==> config.mk <==
export PLATFORM = sky130hd
export DESIGN_NAME = wb_port_arbiter
export DESIGN_NICKNAME = d
export VERILOG_FILES = /design/src/rtl/wb_port_arbiter_pkg.sv /design/src/rtl/wb_port_arbiter_rr_picker.sv /design/src/rtl/wb_port_arbiter.sv
export SDC_FILE = /design/constraint.sdc
export NUM_CORES = 1
export LEC_CHECK = 0
export ABC_AREA = 1
export ABC_CLOCK_PERIOD_IN_PS = 3050
export CELL_PAD_IN_SITES_DETAIL_PLACEMENT = 1
export CELL_PAD_IN_SITES_GLOBAL_PLACEMENT = 1
export CORE_ASPECT_RATIO = 0.75
export CORE_MARGIN = 2
export CORE_UTILIZATION = 35
export DETAILED_ROUTE_END_ITERATION = 16
export PLACE_DENSITY_LB_ADDON = 0.1
export SYNTH_ARGS = -nofsm -noshare
export SYNTH_HDL_FRONTEND = slang
export SYNTH_SLANG_ARGS = --single-unit
==> constraint.sdc <==
create_clock -name clk -period 3.05 [get_ports clk]
set_clock_uncertainty 0.2 [all_clocks]
set_input_delay 0.305 -clock clk [delete_from_list [all_inputs] [get_ports clk]]
set_output_delay 0.305 -clock clk [all_outputs]
set_load 0.1 [all_outputs]
==> src/rtl/wb_port_arbiter_pkg.sv <==
// Shared constants for the writeback-port arbiter: requester roles and counter width.
package wb_arb_pkg;

    localparam int REQ_PIPE   = 0;
    localparam int REQ_MULDIV = 1;
    localparam int REQ_FPU    = 2;

    localparam int DEF_NREQ = 3;
    localparam int WAIT_W   = 4;

endpackage

==> src/rtl/wb_port_arbiter_rr_picker.sv <==
// Combinational rotating-priority picker: the first requested slot at or after
// i_base (wrapping) wins.
module rr_picker #(
    parameter int  N  = 2,
    localparam int PW = (N > 1) ? $clog2(N) : 1
) (
    input  logic [N-1:0]  i_req,
    input  logic [PW-1:0] i_base,
    output logic [N-1:0]  o_grant_oh,
    output logic          o_any
);

    function automatic int slot(input int b, input int k);
        int s;
        s = b + k;
        if (s >= N) s = s - N;
        return s;
    endfunction

    always_comb begin
        o_grant_oh = '0;
        o_any      = 1'b0;
        for (int k = 0; k < N; k++) begin
            for (int j = 0; j < N; j++) begin
                if (!o_any && i_req[j] && (slot(int'(i_base), k) == j)) begin
                    o_grant_oh[j] = 1'b1;
                    o_any         = 1'b1;
                end
            end
        end
    end

endmodule

==> src/rtl/wb_port_arbiter.sv <==
// Writeback-port arbiter: fixed-priority pipe, round-robin variable-latency units,
// and per-unit starvation counters that force a grant after MAX_WAIT waited cycles.
module wb_port_arbiter
    import wb_arb_pkg::*;
#(
    parameter int  NREQ     = DEF_NREQ,
    parameter int  MAX_WAIT = 4,
    localparam int IW       = $clog2(NREQ)
) (
    input  logic            clk,
    input  logic            rst,
    input  logic [NREQ-1:0] req_valid,
    output logic [NREQ-1:0] req_ready,
    input  logic            wb_stall_i,
    input  logic            flush_i,
    output logic            wb_en,
    output logic            wb_clear,
    output logic [NREQ-1:0] grant_oh,
    output logic [IW-1:0]   grant_idx,
    output logic            grant_valid
);

    localparam int                NRR   = NREQ - 1;
    localparam int                PW    = (NRR > 1) ? $clog2(NRR) : 1;
    localparam logic [WAIT_W-1:0] MAX_W = WAIT_W'(MAX_WAIT);

    function automatic logic [WAIT_W-1:0] sat_inc(input logic [WAIT_W-1:0] v);
        return (v >= MAX_W) ? MAX_W : v + 1'b1;
    endfunction

    function automatic logic [IW-1:0] next_ptr(input logic [IW-1:0] idx);
        return (int'(idx) == NREQ - 1) ? IW'(1) : idx + 1'b1;
    endfunction

    logic [IW-1:0]     r_rr_ptr;
    logic [WAIT_W-1:0] r_wait_cnt [1:NREQ-1];

    logic [NREQ-1:0]   w_starve;
    logic [NREQ-1:0]   w_ovr_oh;
    logic [NREQ-1:0]   w_grant_oh;
    logic [NRR-1:0]    w_rr_oh;
    logic              w_rr_any;
    logic [PW-1:0]     w_rr_base;
    logic [IW-1:0]     w_grant_idx;
    logic              w_arb;

    always_comb begin
        w_starve = '0;
        for (int i = 1; i < NREQ; i++)
            w_starve[i] = req_valid[i] && (r_wait_cnt[i] == MAX_W);
    end

    // Isolate the lowest starving requester.
    assign w_ovr_oh  = w_starve & (~w_starve + 1'b1);
    assign w_rr_base = PW'(r_rr_ptr - 1'b1);

    rr_picker #(.N(NRR)) u_rr_picker (
        .i_req      (req_valid[NREQ-1:1]),
        .i_base     (w_rr_base),
        .o_grant_oh (w_rr_oh),
        .o_any      (w_rr_any)
    );

    assign w_arb = !rst && !flush_i && !wb_stall_i;

    always_comb begin
        w_grant_oh = '0;
        if (w_arb) begin
            if (|w_starve)
                w_grant_oh = w_ovr_oh;
            else if (req_valid[REQ_PIPE])
                w_grant_oh[REQ_PIPE] = 1'b1;
            else if (w_rr_any)
                w_grant_oh = {w_rr_oh, 1'b0};
        end
    end

    always_comb begin
        w_grant_idx = '0;
        for (int i = 0; i < NREQ; i++)
            if (w_grant_oh[i]) w_grant_idx = IW'(i);
    end

    assign grant_oh    = w_grant_oh;
    assign req_ready   = w_grant_oh;
    assign grant_idx   = w_grant_idx;
    assign grant_valid = |w_grant_oh;
    assign wb_en       = rst || flush_i || !wb_stall_i;
    assign wb_clear    = rst || flush_i || (!wb_stall_i && !grant_valid);

    // Flush clears the wait history but keeps the round-robin position.
    always_ff @(posedge clk) begin
        if (rst) begin
            r_rr_ptr <= IW'(1);
            for (int i = 1; i < NREQ; i++) r_wait_cnt[i] <= '0;
        end else if (flush_i) begin
            for (int i = 1; i < NREQ; i++) r_wait_cnt[i] <= '0;
        end else begin
            for (int i = 1; i < NREQ; i++) begin
                if (w_grant_oh[i] || !req_valid[i])
                    r_wait_cnt[i] <= '0;
                else
                    r_wait_cnt[i] <= sat_inc(r_wait_cnt[i]);
            end
            if (grant_valid && (w_grant_idx != '0))
                r_rr_ptr <= next_ptr(w_grant_idx);
        end
    end

endmodule

Yosys cells after proc, flatten, opt, wreduce, memory -nomap -nowiden
Memory sizes are Yosys's and may differ from the RTL's.
Index checks and enable logic that the tools add are counted.
Cells by class
  add/subtract/negate cells: 8
  $lt $le $gt $ge: 4
  eq/ne operators: 5
  muxes and demuxes: 46
  bitwise operators: 9
  reduce and logical (&&, ||, !) cells: 33
Operators by type and width (count)
  32-bit by 2-bit equality test with 1-bit output, second input constant: 2
  32-bit logical NOT: 2
  32-bit 2-to-1 mux: 2
  32-bit by 3-bit >= comparator with 1-bit output, second input constant: 1
  4-bit 2-to-1 mux: 8
  32-bit by 3-bit subtractor with 32-bit output, second input constant: 1
  1-bit 2-to-1 mux: 31
  1-bit logical AND: 13
  1-bit logical NOT: 9
  3-bit 2-to-1 mux: 3
  4-bit by 1-bit adder with 4-bit output, second input constant: 2
  4-bit by 3-bit equality test with 1-bit output, second input constant: 2
  4-bit by 3-bit >= comparator with 1-bit output, second input constant: 2
  1-bit OR: 6
  1-bit logical OR: 5
  2-bit 2-to-1 mux: 2
  3-bit by 1-bit adder with 3-bit output, second input constant: 1
  3-bit bitwise AND: 1
  3-bit inverter: 1
  3-bit OR reduction: 1
  1-bit by 2-bit subtractor with 3-bit output, second input constant: 1
  1-bit by 1-bit adder with 2-bit output, second input constant: 1
  2-bit equality test, second input constant: 1
  1-bit by 2-bit >= comparator with 1-bit output, second input constant: 1
  6 further kinds: 6
Storage, ports and cells
  register bits after elaboration: 1
  bits in writable memories: 8
  input bits: 7
  output and inout port bits: 11
  logic and storage cells: 107
  memories: 1
Memory list
  r_wait_cnt: depth 2, width 4, rd ports 2, clocked after memory_dff 0, wr ports 2, line wb_port_arbiter.sv:36  | logic [WAIT_W-1:0] r_wait_cnt [1:NREQ-1];

Longest topological paths before layout
Gate-level depths: netlist of run 1.
  word-level depth: 29
  mapped depth: 10

Modules after synthesis
Synthesis of run 1 repeated with hierarchy kept, for this count alone.
Second synthesis, totals
  cell total of the unflattened synthesis: 88
  area, all modules: 660.6 sq um
Modules (own cells, without submodules)
  wb_port_arbiter: instances 1, cells each 82, area each 634.4 sq um, sequential area each 260.2 sq um
  rr_picker: instances 1, cells each 6, area each 26.3 sq um, sequential area each 0.0 sq um

Least setup slack after synthesis of run 1
OpenSTA, ideal clock, no wires.
  path type: register to output
  from: memory r_wait_cnt[2][0]
  to: output port wb_clear
  data arrival time: 2.418 ns
  required time: 2.545 ns
  setup slack: 0.127 ns
  cell stages (with the launch flop): 11
  cell sequence: edfxtp_1 -> inv_1 -> ha_1 -> nand2_1 -> inv_1 -> nand2_1 -> nand2_1 -> nand2_2 -> nand2_4 -> nand3_2 -> nor2_2
RTL lines
  start: declaration: line wb_port_arbiter.sv:36
  end: declaration: line wb_port_arbiter.sv:17  | output logic wb_clear,

==> results of run 1 <==
==> Yosys cell counts <==
cell / instances / area, um2
nand2_1: 11 / 41.3
a21oi_1: 1 / 5.00
nand2_4: 2 / 22.5
nand2_2: 1 / 6.26
inv_1: 19 / 71.3
ha_1: 4 / 50.1
edfxtp_1: 8 / 240
buf_4: 4 / 30.0
nand3_1: 4 / 20.0
nor3_1: 2 / 10.0
nor2_2: 3 / 18.8
dfxtp_1: 1 / 20.0
nor2_1: 16 / 60.1
nand3_2: 2 / 20.0
inv_2: 1 / 3.75
conb_1: 2 / 7.51
nand4_1: 1 / 6.26
==> path summary, 6_finish.rpt <==
kind                                   from                             end  slack, ps
max          r_wait_cnt[2][0]$_SDFFCE_PP0P_                        wb_clear        770
min reg2reg        r_rr_ptr[0]$_SDFFE_PP1P_        r_rr_ptr[0]$_SDFFE_PP1P_        310
max reg2reg  r_wait_cnt[1][0]$_SDFFCE_PP0P_  r_wait_cnt[2][1]$_SDFFCE_PP0P_       1410
min                r_rr_ptr[0]$_SDFFE_PP1P_        r_rr_ptr[0]$_SDFFE_PP1P_        310
==> logic make-up (layout without fill, tap and decap cells) <==
| group | after synthesis | in the layout |
|---|---|---|
| adders and majority gates | 4 | 4 |
| DFF | 9 | 9 |
| and+or+nand+nor | 42 | 42 |
| buffers and inverters | 24 | 41 |
| AOI/OAI and AO/OA | 1 | 1 |
| other | 2 | 10 |
==> final cells by class <==
type | count | area [um2] | share of cell area
timing repair buffer | 17 | 143 | 0.172
multi-input combinational | 57 | 298 | 0.358
inverter | 20 | 75.1 | 0.0904
tap | 22 | 27.5 | 0.0331
clock buffer | 3 | 22.5 | 0.0271
clock inverter | 1 | 5.00 | 0.00602
sequential | 9 | 260 | 0.313
==> registers in the layout, summed over array words and instances, names as in the netlist <==
name / cells
r_rr_ptr: 1
r_wait_cnt: 8
==> stage by stage <==
step | setup slack (ps) | utilization | area (um2) | total power [mW] | instances
2_1_floorplan | 127 | - | 663 | 0.207 | 90
3_3_place_gp | 819 | 0.466 | 803 | 0.226 | 125
3_5_place_dp | 817 | 0.466 | 803 | 0.227 | 125
4_1_cts | 734 | 0.482 | 831 | 0.326 | 129
5_1_grt | 606 | 0.482 | 831 | 0.338 | 129
6_report | 772 | 0.482 | 831 | 0.322 | 129
==> routing by layer <==
metal / global-route usage / vias to the layer above / part of all wire
met5: 0 / - / 0
met4: 0.0577 / 0 / 0.0089
met3: 0.0657 / 2 / 0.072
met2: 0.266 / 18 / 0.47
met1: 0.167 / 235 / 0.44
li1: - / 284 / -
==> worst max-delay path: cells and delay by family (launching register included) <==
kind / cells / cell delay [ps]
simple gates: 7 / 530
buf+inv: 3 / 440
flops: 1 / 410
fa+ha+maj: 1 / 140
==> power by group <==
part           switching [mW]  internal, mW
combinational          0.0562        0.0221
clock                  0.0490        0.0485
sequential            0.00516         0.141
==> metrics, run 1 <==
most common cell after layout, fill and taps aside=inv_1; Root Driver=clkbuf_4; WL per Instance=10.5 um; Seq/Total Area, Yosys=0.411; TNS Setup=0 ps; Buffers on Ports=17; register bit count reported by yosys=9; worst-case reg-to-reg path depth=8; clock buffer depth=2; I/O pin total=18; critical path, cell by cell=inv_1 > ha_1 > nand2_1 > inv_1 > nand2_1 > nand2_1 > nand2_2 > nand2_4 > nand3_2 > nor2_2 > buf_4; first-pass GRT wire length=2170 um; layout cells sized above 1=0.224; RSZ-0062 raised after global routing=false; fmax=439 MHz; count of cell types in the netlist=17; final WL=1350 um; Avg Inst Size Synth=7.72 um2; DR pass1 iterations=4; hold slack=309 ps; drc violations=0; simple-gate area share of the yosys netlist=0.324; slowest cell on the critical path=edfxtp_1; Peak VDD IR=0.234 mV; post-cts sizing count=0; antenna violations before repair=0; final setup violation count=0; outcome=finished clean; CTS Hold Bufs=0; row count=13; Worst setup SP type=flip-flop; Worst-path clk slew=~80 ps; max-cap violations=0; largest family of logic cells by synthesized area=simple AND/OR/NAND/NOR gates; total CTS buffers=3; effective utilization at floorplan=0.367; Worst Path Required=2540 ps; pwr/cell area=388 nW/um2; TritonCTS clock tree=built; HP Class=flip-flop to flip-flop; Critical Path Sink Type=primary output; most frequent cells in the layout=inv_1, nor2_1, nand2_1, buf_4, conb_1; vias=539; CP most frequent cell=nand2_1; Die Area=2170 um2; Post-Synth Adder-Cell Area=0.0791; routability-driven placement congestion ratio=0.793; Clock Sinks=9; crit path kind=flip-flop to primary output; largest net degree at the start of global routing=7; hpwl dp=1130 um; post-synthesis xor/xnor area fraction=0; Leak=0.487 nW; drt via density=roughly 4.2; Area growth syn-to-layout=31.2%; Hold Vio Cnt, Final=0; H-tree Lvls=1; Slew Viols, Final=0; hold path cells=2; fillers=~230; core footprint=1720 um2; Largest stage delay, worst path=approximately 410 ps; Post-CTS Setup Inserts=0; die height=between 40 and 50 um; Syn Std Cell Area=about 630 um2; Cells after Synth=82; mux contribution to synthesized area=0; number of global-route vias before repair=492; Die W=53.1 um; CP arrival=roughly 1800 ps; Ant. Diodes=0; post-synthesis compound-gate area fraction=0.00791; Ys Warns=0; starting DRC count in detailed routing=8; NumNets Final=119; ANT nets after route=0; GR Util All Layers=0.152; Tcrit/Tclk final=0.747; later-pin clock latency in the skew report=approximately 270 ps; Crit Path Max Fanout=6; grt total ovfl=0; Tmin final=2280 ps
(Power assumes the default switching activity.)
==> run 2: changes to the inputs <==
- ABC_CLOCK_PERIOD_IN_PS: 3050 -> 1940
- CORE_UTILIZATION: 35 -> 29
- clock period: 3.05 -> 1.94 ns (I/O delays scaled with it)
==> metrics, run 2 (synthesis results as in run 1) <==
total CTS buffers=3 (unchanged); NumNets Final=130 (+9.2%); I/O pin total=18 (unchanged); Tmin final=2030 ps; Non-Filler Instances=142 (+10%); Slew Viols, Final=0 (unchanged); Root Driver=clkbuf_4; Hold Vio Cnt, Final=0 (unchanged); sw frac=0.312 (-0.0301); Gate power share=0.305 (+0.062); WL per Instance=8.92 um (-15%); Ant. Diodes=0 (unchanged); Die Area=2580 um2 (+19%); failing checks=negative setup slack; DR pass1 iterations=3 (-1); Top reg by flops=r_wait_cnt; effective utilization at floorplan=0.312 (-0.0556); largest net degree at the start of global routing=6 (-1); Worst Hold Launch=r_rr_ptr[0]$_SDFFE_PP1P_; Critical Path Sink Type=primary output; worst-case reg-to-reg path depth=10 (+2); Crit Path Max Fanout=4 (-2); GR Util met3=0.00877 (-0.0569); biggest regs=r_wait_cnt x8, r_rr_ptr x1; core footprint=2030 um2 (+18%); met2 usage=0.195 (-0.0702); final WL=1270 um (-6.2%); drt via density=4.04 (-3.4%); H-tree Lvls=1 (unchanged); number of global-route vias before repair=566 (+15%); outcome=complete, but fails checks; GR Util All Layers=0.116 (-0.0356); routability-driven placement congestion ratio=0.759 (-4.3%); first-pass GRT wire length=2220 um (+2.2%); hold path cells=2 (unchanged); GR Layer Usage met1=0.142 (-0.0256); Worst-path clk slew=60 ps (-20 ps); die height=44.5 um (+8.9%); Die W=58.0 um (+9.1%); clock buffer depth=2 (unchanged); Worst Path Required=1550 ps (-990 ps); hpwl dp=1080 um (-4.7%); final setup violation count=5 (+5); ANT nets after route=0 (unchanged); vias=573 (+6.3%); worst r2r dst=r_wait_cnt[1][0]$_SDFFCE_PP0P_; Area growth syn-to-layout=73.3%; Largest register FFs=8 (unchanged); starting DRC count in detailed routing=5 (-3); Buffers on Ports=17 (unchanged); Clock Sinks=9 (unchanged); pwr/cell area=484 nW/um2 (+25%); CTS Hold Bufs=0 (unchanged); Placed Cells=131 (+4.8%); grt total ovfl=0 (unchanged); Critical R2R Launch=r_wait_cnt[1][0]$_SDFFCE_PP0P_; Peak VDD IR=0.380 mV (+62%); antenna violations before repair=0 (unchanged); Final Power=0.532 mW (+65%); HP Class=flip-flop to flip-flop; Leak=0.550 nW (+13%); clock share of power=0.263 (-0.039); most frequent cells in the layout=nor2_1, inv_1, buf_12, buf_4, conb_1; max-cap violations=0 (unchanged); RSZ-0062 raised after global routing=true; Net Switching=0.166 mW (+50%); CP arrival=1640 ps (-130 ps); Hold Path End=r_rr_ptr[0]$_SDFFE_PP1P_; reg2reg setup slack=120 ps (-1290 ps); row count=14 (+1); Tcrit/Tclk final=1.05; Cell Int Power=0.365 mW (+73%); fmax=491 MHz; layout cells sized above 1=0.373 (+0.149); TritonCTS clock tree=built; Final WS setup=-94.9 ps (-867 ps); crit path kind=flip-flop to primary output; Worst setup SP type=flip-flop; Reg power frac=0.431 (-0.023); gr busiest metal=met2; drc violations=0 (unchanged); later-pin clock latency in the skew report=250 ps (-20 ps)
## run 2: timing repair
action,4_1_cts,5_1_grt
gates resized for setup,8,1
buffers inserted,5,2
pin swaps,9,4
gates cloned,0,0
endpoints found under the setup margin,10,10
## run 2: worst max-delay path: stages (launching register included)
cell and delay (ps):
edfxtp_1 390, inv_1 70, ha_1 130, nand2_1 60, inv_2 60, nand2_2 60
nand2_2 60, nand2_2 60, nand2_4 90, nand3_4 100, nor2_4 110, buf_12 180
## run 2: per-stage QoR
step / utilization / setup WS (ps) / hold slack (ps) / cell area, um2 / TNS (ps)
after floorplan: - / -328 / 93.0 / 696 / -736
after global placement: 0.491 / -23.4 / 300 / 998 / -23.4
after detailed placement: 0.491 / -33.9 / 298 / 998 / -53.1
after CTS: 0.531 / -136 / 308 / 1080 / -510
after global routing: 0.540 / -215 / 347 / 1100 / -1340
final: 0.540 / -94.9 / 306 / 1100 / -223
## run 2: final cells by class
type / instances / area (um2)
Timing Repair Buffer: 28 / 363
Tap cell: 24 / 30.0
Clock buffer: 4 / 26.3
Fill cell: 235 / 935
Inverter: 20 / 90.1
Sequential cell: 9 / 260
Multi-Input combinational cell: 57 / 328
## run 2: routing by layer
| metal | vias to the layer above | wire, um | share of wire |
|---|---|---|---|
| met5 | - | 0 | 0 |
| met4 | 0 | 15 | 0.012 |
| met3 | 2 | 60 | 0.047 |
| met2 | 11 | 602 | 0.48 |
| met1 | 256 | 587 | 0.46 |
| li1 | 304 | - | - |
## run 2: how the worst max path moves through the flow
stage / from / endpoint / depth (start not counted)
floorplan: r_wait_cnt[2][0]$_SDFFCE_PP0P_ / wb_clear / 10
global placement: req_valid[2] / wb_clear / 10
detailed placement: req_valid[2] / wb_clear / 10
CTS: r_wait_cnt[2][0]$_SDFFCE_PP0P_ / wb_clear / 11
global route: r_wait_cnt[2][0]$_SDFFCE_PP0P_ / wb_clear / 11
finish: r_wait_cnt[2][0]$_SDFFCE_PP0P_ / wb_clear / 11
## run 2: power groups by stage
| stage | logic (mW) | clock network, mW | registers (mW) |
|---|---|---|---|
| 6_report | 0.162 | 0.140 | 0.229 |
| 5_1_grt | 0.176 | 0.154 | 0.231 |
| 4_1_cts | 0.161 | 0.150 | 0.229 |
| 3_5_place_dp | 0.152 | 0 | 0.234 |
| 3_3_place_gp | 0.150 | 0 | 0.234 |
| 2_1_floorplan | 0.0977 | 0 | 0.232 |
